`config.mk`:
```
export PLATFORM = sky130hd
export DESIGN_NAME = traffic_phase_scheduler
export DESIGN_NICKNAME = d
export VERILOG_FILES = /design/src/rtl/light_package.sv /design/src/rtl/tps_rr_select.sv /design/src/rtl/traffic_phase_scheduler.sv
export SDC_FILE = /design/constraint.sdc
export NUM_CORES = 1
export LEC_CHECK = 0
export ABC_AREA = 1
export CORE_MARGIN = 2
export CORE_UTILIZATION = 45
export DETAILED_ROUTE_END_ITERATION = 6
export HOLD_SLACK_MARGIN = 0.02
export MAX_ROUTING_LAYER = met4
export SLEW_MARGIN = 25
export SYNTH_ARGS = -nofsm -noshare
export SYNTH_HDL_FRONTEND = slang
export SYNTH_SLANG_ARGS = --single-unit
```
`constraint.sdc`:
```
create_clock -name clk -period 2.2 [get_ports clk]
set_input_delay 0.44 -clock clk [delete_from_list [all_inputs] [get_ports clk]]
set_output_delay 0.44 -clock clk [all_outputs]
set_load 0.005 [all_outputs]
```
`src/rtl/light_package.sv`:
```
// rtl/light_package.sv - phase and scheduler FSM state types shared by traffic_phase_scheduler
package light_package;

    typedef enum logic [1:0] {
        PH_EW_STR  = 2'd0,
        PH_EW_LEFT = 2'd1,
        PH_NS      = 2'd2,
        PH_PED     = 2'd3
    } phase_t;

    typedef enum logic [1:0] {
        S_IDLE  = 2'd0,
        S_OFFER = 2'd1,
        S_HOLD  = 2'd2
    } tps_state_t;

    localparam int NUM_PHASES = 4;

endpackage

```
`src/rtl/tps_rr_select.sv`:
```
// rtl/tps_rr_select.sv - combinational phase pick: lowest starved index, else round-robin after rr_ptr
import light_package::*;

module tps_rr_select (
    input  logic [3:0] req,
    input  logic [3:0] starved,
    input  logic [1:0] rr_ptr,
    output logic [1:0] sel,
    output logic       any
);

    always_comb begin
        sel = PH_EW_STR;
        any = |req;
        if (|starved) begin
            for (int i = NUM_PHASES - 1; i >= 0; i--) begin
                if (starved[i]) sel = 2'(i);
            end
        end else begin
            // Walk backwards so the candidate nearest rr_ptr+1 is written last and wins.
            for (int k = NUM_PHASES; k >= 1; k--) begin
                if (req[2'(int'(rr_ptr) + k)]) sel = 2'(int'(rr_ptr) + k);
            end
        end
    end

endmodule

```
`src/rtl/traffic_phase_scheduler.sv`:
```
// rtl/traffic_phase_scheduler.sv - request latch, aging and grant FSM; TPS_EMERG_PREEMPT_EN adds emergency preemption
import light_package::*;

module traffic_phase_scheduler #(
    parameter int AGE_MAX = 20,
    parameter int AGE_W   = 5
) (
    input  logic       clk,
    input  logic       reset,
    input  logic       ew_str_sensor,
    input  logic       ew_left_sensor,
    input  logic       ns_sensor,
    input  logic       ped_button,
    output logic       grant_valid,
    output logic [1:0] grant_phase,
    input  logic       grant_ready,
    input  logic       phase_done,
    output logic [3:0] pending,
    output logic       starve
`ifdef TPS_EMERG_PREEMPT_EN
    ,
    input  logic       emerg_req,
    input  logic [1:0] emerg_phase,
    output logic       preempt
`endif
);

    tps_state_t       state;
    logic [3:0]       req;
    logic [AGE_W-1:0] age [NUM_PHASES];
    logic [3:0]       starved;
    logic [3:0]       sens;
    logic [1:0]       rr_ptr;
    logic [1:0]       rr_sel;
    logic             rr_any;
    logic [1:0]       sel;
    logic             sel_any;
    logic             hs;

    assign sens    = {ped_button, ns_sensor, ew_left_sensor, ew_str_sensor};
    assign hs      = grant_valid && grant_ready;
    assign pending = req;
    assign starve  = |starved;

    always_comb begin
        starved = '0;
        for (int i = 0; i < NUM_PHASES; i++) begin
            starved[i] = (age[i] == AGE_W'(AGE_MAX));
        end
    end

    tps_rr_select u_select (
        .req     (req),
        .starved (starved),
        .rr_ptr  (rr_ptr),
        .sel     (rr_sel),
        .any     (rr_any)
    );

`ifdef TPS_EMERG_PREEMPT_EN
    logic emerg_grant;
    assign sel     = emerg_req ? emerg_phase : rr_sel;
    assign sel_any = rr_any || emerg_req;
`else
    assign sel     = rr_sel;
    assign sel_any = rr_any;
`endif

    // The served phase's clear takes priority over a sensor still high on the same edge.
    always_ff @(posedge clk or posedge reset) begin
        if (reset) begin
            req <= '0;
            for (int i = 0; i < NUM_PHASES; i++) age[i] <= '0;
        end else begin
            for (int i = 0; i < NUM_PHASES; i++) begin
                if (hs && grant_phase == 2'(i)) begin
                    req[i] <= 1'b0;
                    age[i] <= '0;
                end else begin
                    req[i] <= req[i] | sens[i];
                    if (!req[i])
                        age[i] <= '0;
                    else if (!starved[i])
                        age[i] <= age[i] + AGE_W'(1);
                end
            end
        end
    end

    always_ff @(posedge clk or posedge reset) begin
        if (reset) begin
            state       <= S_IDLE;
            grant_valid <= 1'b0;
            grant_phase <= PH_EW_STR;
            rr_ptr      <= PH_PED;
`ifdef TPS_EMERG_PREEMPT_EN
            emerg_grant <= 1'b0;
            preempt     <= 1'b0;
`endif
        end else begin
            case (state)
                S_IDLE: begin
                    if (sel_any) begin
                        state       <= S_OFFER;
                        grant_valid <= 1'b1;
                        grant_phase <= sel;
`ifdef TPS_EMERG_PREEMPT_EN
                        emerg_grant <= emerg_req;
`endif
                    end
                end
                S_OFFER: begin
                    if (grant_ready) begin
                        state       <= S_HOLD;
                        grant_valid <= 1'b0;
`ifdef TPS_EMERG_PREEMPT_EN
                        if (!emerg_grant) rr_ptr <= grant_phase;
                    end else if (emerg_req) begin
                        grant_phase <= emerg_phase;
                        emerg_grant <= 1'b1;
`else
                        rr_ptr      <= grant_phase;
`endif
                    end
                end
                S_HOLD: begin
                    if (phase_done) begin
                        if (sel_any) begin
                            state       <= S_OFFER;
                            grant_valid <= 1'b1;
                            grant_phase <= sel;
`ifdef TPS_EMERG_PREEMPT_EN
                            emerg_grant <= emerg_req;
`endif
                        end else begin
                            state <= S_IDLE;
                        end
                    end
                end
                default: begin
                    state       <= S_IDLE;
                    grant_valid <= 1'b0;
                end
            endcase
`ifdef TPS_EMERG_PREEMPT_EN
            preempt <= (state == S_HOLD) && emerg_req && (emerg_phase != grant_phase);
`endif
        end
    end

endmodule
```
* Yosys cells after proc, flatten, opt, wreduce, memory -nomap -nowiden
Index checks and enable logic that the tools add are counted.
Storage, ports and cells: logic and storage cells 104, flip-flop bits (word level) 31, input port bits 8
Cells by class: reduce and logical (&&, ||, !) cells 14, equality and inequality tests 16, bitwise gates (word level) 4, mux-type cells 49, $add $sub $neg 8, magnitude comparators 4
Operator list (number):
- two-way mux 5 bit | 12
- two-way mux 2 bit | 14
- adder 5 x 1 -> 5 bit, second input constant | 4
- equality test 5 bit, second input constant | 4
- < comparator 2 x 4 -> 1 bit, second input constant | 4
- two-way mux 1 bit | 16
- != test 3 x 2 -> 1 bit, second input constant | 4
- binary-select mux 1 bit (select 2 bit) | 4
- OR reduction 4 bit | 2
- equality test 2 bit, second input constant | 3
- != test 2 bit, second input constant | 3
- case mux 2 bit (3 select lines) | 1
- AND reduction 2 bit | 3
- logical AND 1 bit | 5
- adder 2 x 1 -> 2 bit, second input constant | 2
- adder 2 bit, second input constant | 2
- equality test 2 x 1 -> 1 bit, second input constant | 2
- logical NOT 2 bit | 2
- OR 1 bit | 4
- case mux 2 bit (2 select lines) | 1
- case mux 1 bit (3 select lines) | 1
- AND reduction 3 bit | 1
- nonzero test 2 bit | 1

* Logic depth before layout (Yosys ltp)
depth in word-level cells 12, mapped depth 12, depth with buffers taken out 11

* Modules after synthesis
Synthesis repeated with hierarchy kept, for this count alone.
Second synthesis, totals: cell total of the unflattened synthesis 255, area, all modules 1886.8 µm²
By module, submodules not included:
- traffic_phase_scheduler | times used 1, cells an instance 197, area an instance 1609.0 µm²
- tps_rr_select | times used 1, cells an instance 58, area an instance 277.8 µm²

* Worst setup path before layout
No wires, ideal clock.
path type register -> output, from register age[0] (netlist bit), to output port starve, path slack 0.685 ns, arrival time 1.075 ns, path buffers 0, stages on the path, launching flop included 9, required time 1.760 ns, cells stage by stage dfrtp_1 inv_1 ha_1 nand2_1 nor2_2 inv_2 nand2_1 nor2_2 inv_1
Between the ends: longest elaborated chain between the ends 2
Ends and longest elaborated chain:
- from (decl) | RTL line traffic_phase_scheduler.sv:30 | logic [AGE_W-1:0] age [NUM_PHASES];
- from (signal, indexed assignment) | RTL line traffic_phase_scheduler.sv:84 | age[i] <= age[i] + AGE_W'(1);
- equality test 5 bit | RTL line traffic_phase_scheduler.sv:48 | starved[i] = (age[i] == AGE_W'(AGE_MAX));
- OR reduction 4 bit | RTL line traffic_phase_scheduler.sv:43 | assign starve = |starved;
- to (decl) | RTL line traffic_phase_scheduler.sv:19 | output logic starve
Every way passes these cells.

* Worst setup path after layout
from register age[15] (netlist bit), to output port starve
The elaborated chain is that of the path after synthesis.

==> results.md <==
* Placement Rows at 22
* Sequential share of the synthesized area at 0.446
* Reg-to-reg slack, setup at roughly 0.53 ns
* Worst-path clk slew at roughly 0.070 ns
* Post-Place Cells at about 290
* Synthesized area at ~0.0017 mm2
* Sink Count at 31
* Max H-tree Level at 2
* Initial antenna violation count at 0
* Die W at between 60 and 70 um
* Ys flop type: dfrtp_1
* Crit path DAT at 1.58 ns
* Max VDD drop at between 0.6 and 0.7 mV
* #FFs+latches synth at 31
* HPWL Detailed at 2660 um
* Pwr/cell area at approximately 1400 mW/mm2
* Iter 0 DRT Violations at between 70 and 80
* DRC at 0
* Area of the multi-input gates at between 800 and 900 um2
* Syn Inst Count at 222
* Sequential cell area at roughly 780 um2
* Setup-failing EPs final at 0
* Final hold violation count at 0
* R2R depth at 12
* Worst endpoint required time at 1.76 ns
* R2R Path End: grant_phase[0]
* PortBufs at 15
* Area contributors post-synth: dfrtp_1, nand2_1, nor2_1, ha_1, inv_1
* Synth Area per Inst at ~8 um2
* Final Net Count at approximately 270
* Distinct cells, synth at 24
* Worst skew pair latency at around 0.29 ns
* Endpoint class of the critical path: output port
* CTS buffer count at 5
* Outcome: finished, final reports clean
* EDFF count, synth at 0
* Final GP Congestion at approximately 0.89
* Crit Path Max Fanout at 4
* Startpoint Class: flop
* Most frequent cell after synthesis: nand2_1
* Post-synth ARST share at 1.00
* Post-route setup TNS at 0 ns
* Pleak at 0.00109 uW
* Synth-to-Final Area Change at 24.2%
* DRT Pass-1 Iters at 4
* CTS tree: yes
* Final period util at 0.920
* Grt ovf at 0
* Initial Util at 0.473
* Core area at about 0.0037 mm2
* Slew HR at 0.738
* Post-Syn Nets at ~240
* RSZ-0062 raised after global routing: false
* Area of the die at between 0.004 and 0.005 mm2
* Max Root-Sink Buffers at 2
* Post-route ant nets at 0
* # IOs at 16
* Critical Path End: starve
* Vias in the first global route at between 1.5k and 2k
* Post-synth top cells: nand2_1, dfrtp_1, nor2_1
* Least-Margin Pin Slew at ~0.39 ns
* Largest net degree at the start of global routing at 32
* Worst min-delay path category: primary input to async pin
* Ys Warns at 0
* Post-CTS Hold Buffers at 0
* Layout Skew at around 0.0047 ns
* Overall routing resource usage at 0.199
* Clock root buffer: clkbuf_8
* Fmax at around 490 MHz
* Area share of the largest cell type after synthesis at 0.416
* Minimum clock period at 2.02 ns
* Fillers at between 300 and 400
* Max_cap viols at 0
* Non-Filler Instances at 306
* Routed WL at between 3000 and 4000 um
* Critical setup path kind: flop to output port
* Slew Viols, Final at 0
* Post-synth top area cell: dfrtp_1
* Critical path startpoint: age[15]
* Vias at around 1.5k
* N_diodes at 0
* Fraction of layout cells with a size suffix above 1 at 0.202
* Routed wire per std cell at 11.7 um
* Global-route wire length before repair at 6390 um
* FF-to-FF Start: age[0]
* Vert. Die Dim at between 60 and 70 um
* Vias/cell at about 5.0
kinds of logic (layout without fill, tap and decap cells):
group | count (synthesis) | after routing | synth area share
AND/OR/NAND/NOR | 123 | 123 | 0.315
buffers and inverters | 33 | 69 | 0.0782
flip-flops | 31 | 31 | 0.446
adder cells (fa/ha/maj) | 8 | 8 | 0.0574
AO/OA/AOI/OAI | 19 | 19 | 0.0631
XOR/XNOR | 8 | 8 | 0.0402
report_power, final:
part | total, uW | switching, uW | internal [uW]
sequential | 1090 | 253 | 837
combinational | 1420 | 785 | 636
clock | 586 | 220 | 366
what timing repair did:
action | 4_1_cts | 5_1_grt
hold endpoints to repair | 0 | 0
gates resized for setup | 2 | 0
setup buffers | 10 | 0
setup endpoints to repair | 1 | 0
metrics by stage:
step | area, um2 | hold WS (ns) | power (uW) | util | setup slack [ns]
2_1_floorplan | 1740 | 0.502 | 2080 | - | 0.685
3_3_place_gp | 1970 | 0.523 | 2390 | 0.535 | 0.232
3_5_place_dp | 1970 | 0.528 | 2450 | 0.535 | 0.213
4_1_cts | 2170 | 0.542 | 3120 | 0.588 | 0.160
5_1_grt | 2170 | 0.560 | 3380 | 0.588 | 0.0685
6_report | 2170 | 0.526 | 3100 | 0.588 | 0.175
how the worst min path moves through the flow:
stage / to / slack, ns / cells after the start
CTS: age[7] / 0.54 / 3
global route: pending[3] / 0.56 / 2
finish: age[7] / 0.53 / 3
detailed placement: rr_ptr[1] / 0.53 / 2
global placement: pending[3] / 0.52 / 2
floorplan: rr_ptr[1] / 0.50 / 2
critical path: stages (launching register included):
cell and delay [ns]:
dfrtp_1 0.40, inv_1 0.07, ha_1 0.19, nand4_1 0.09
nand2_1 0.10, nor2_2 0.14, inv_1 0.05, dlygate4sd2_1 0.25
sequential cells by signal, indices dropped and copies added, names as in the netlist:
name,count
age,20
pending,4
grant_phase,2
rr_ptr,2
state,2
grant_valid,1
per-layer routing:
layer	share of wire	up-vias	track usage
met5	0	-	-
met4	0.021	0	0.0893
met3	0.046	8	0.0579
met2	0.49	37	0.328
met1	0.44	713	0.224
li1	-	762	-
cell usage in the layout, fill, tap and decap left out:
cell type and n:
nor2_1 29, inv_2 9, nand4_1 4, nor2_2 2
dlygate4sd2_1 1, clkinv_2 1, a21oi_2 1, nand3_1 10
xnor2_1 4, clkinv_1 3, inv_6 1, xor2_1 4
or2_1 5, nor3_1 13, dfstp_2 2, o21ai_2 3
nand3_2 1, clkbuf_8 6, nand2_1 48, o21ai_0 3
nand2_2 11, clkdlybuf4s50_1 14, buf_4 14, o21ai_1 1
inv_1 19, dfrtp_1 29, a21oi_1 11, bufinv_16 1
ha_1 8
cell type report:
cell class              instances  area share
multi-input cells             158       0.384
clock inverters                 2      0.0162
flip-flops and latches         31       0.359
inverters                      32      0.0577
repair buffers                 29       0.117
well taps                      48      0.0277
clock buffers                   6      0.0381
Power figures use the tool's default switching activity.
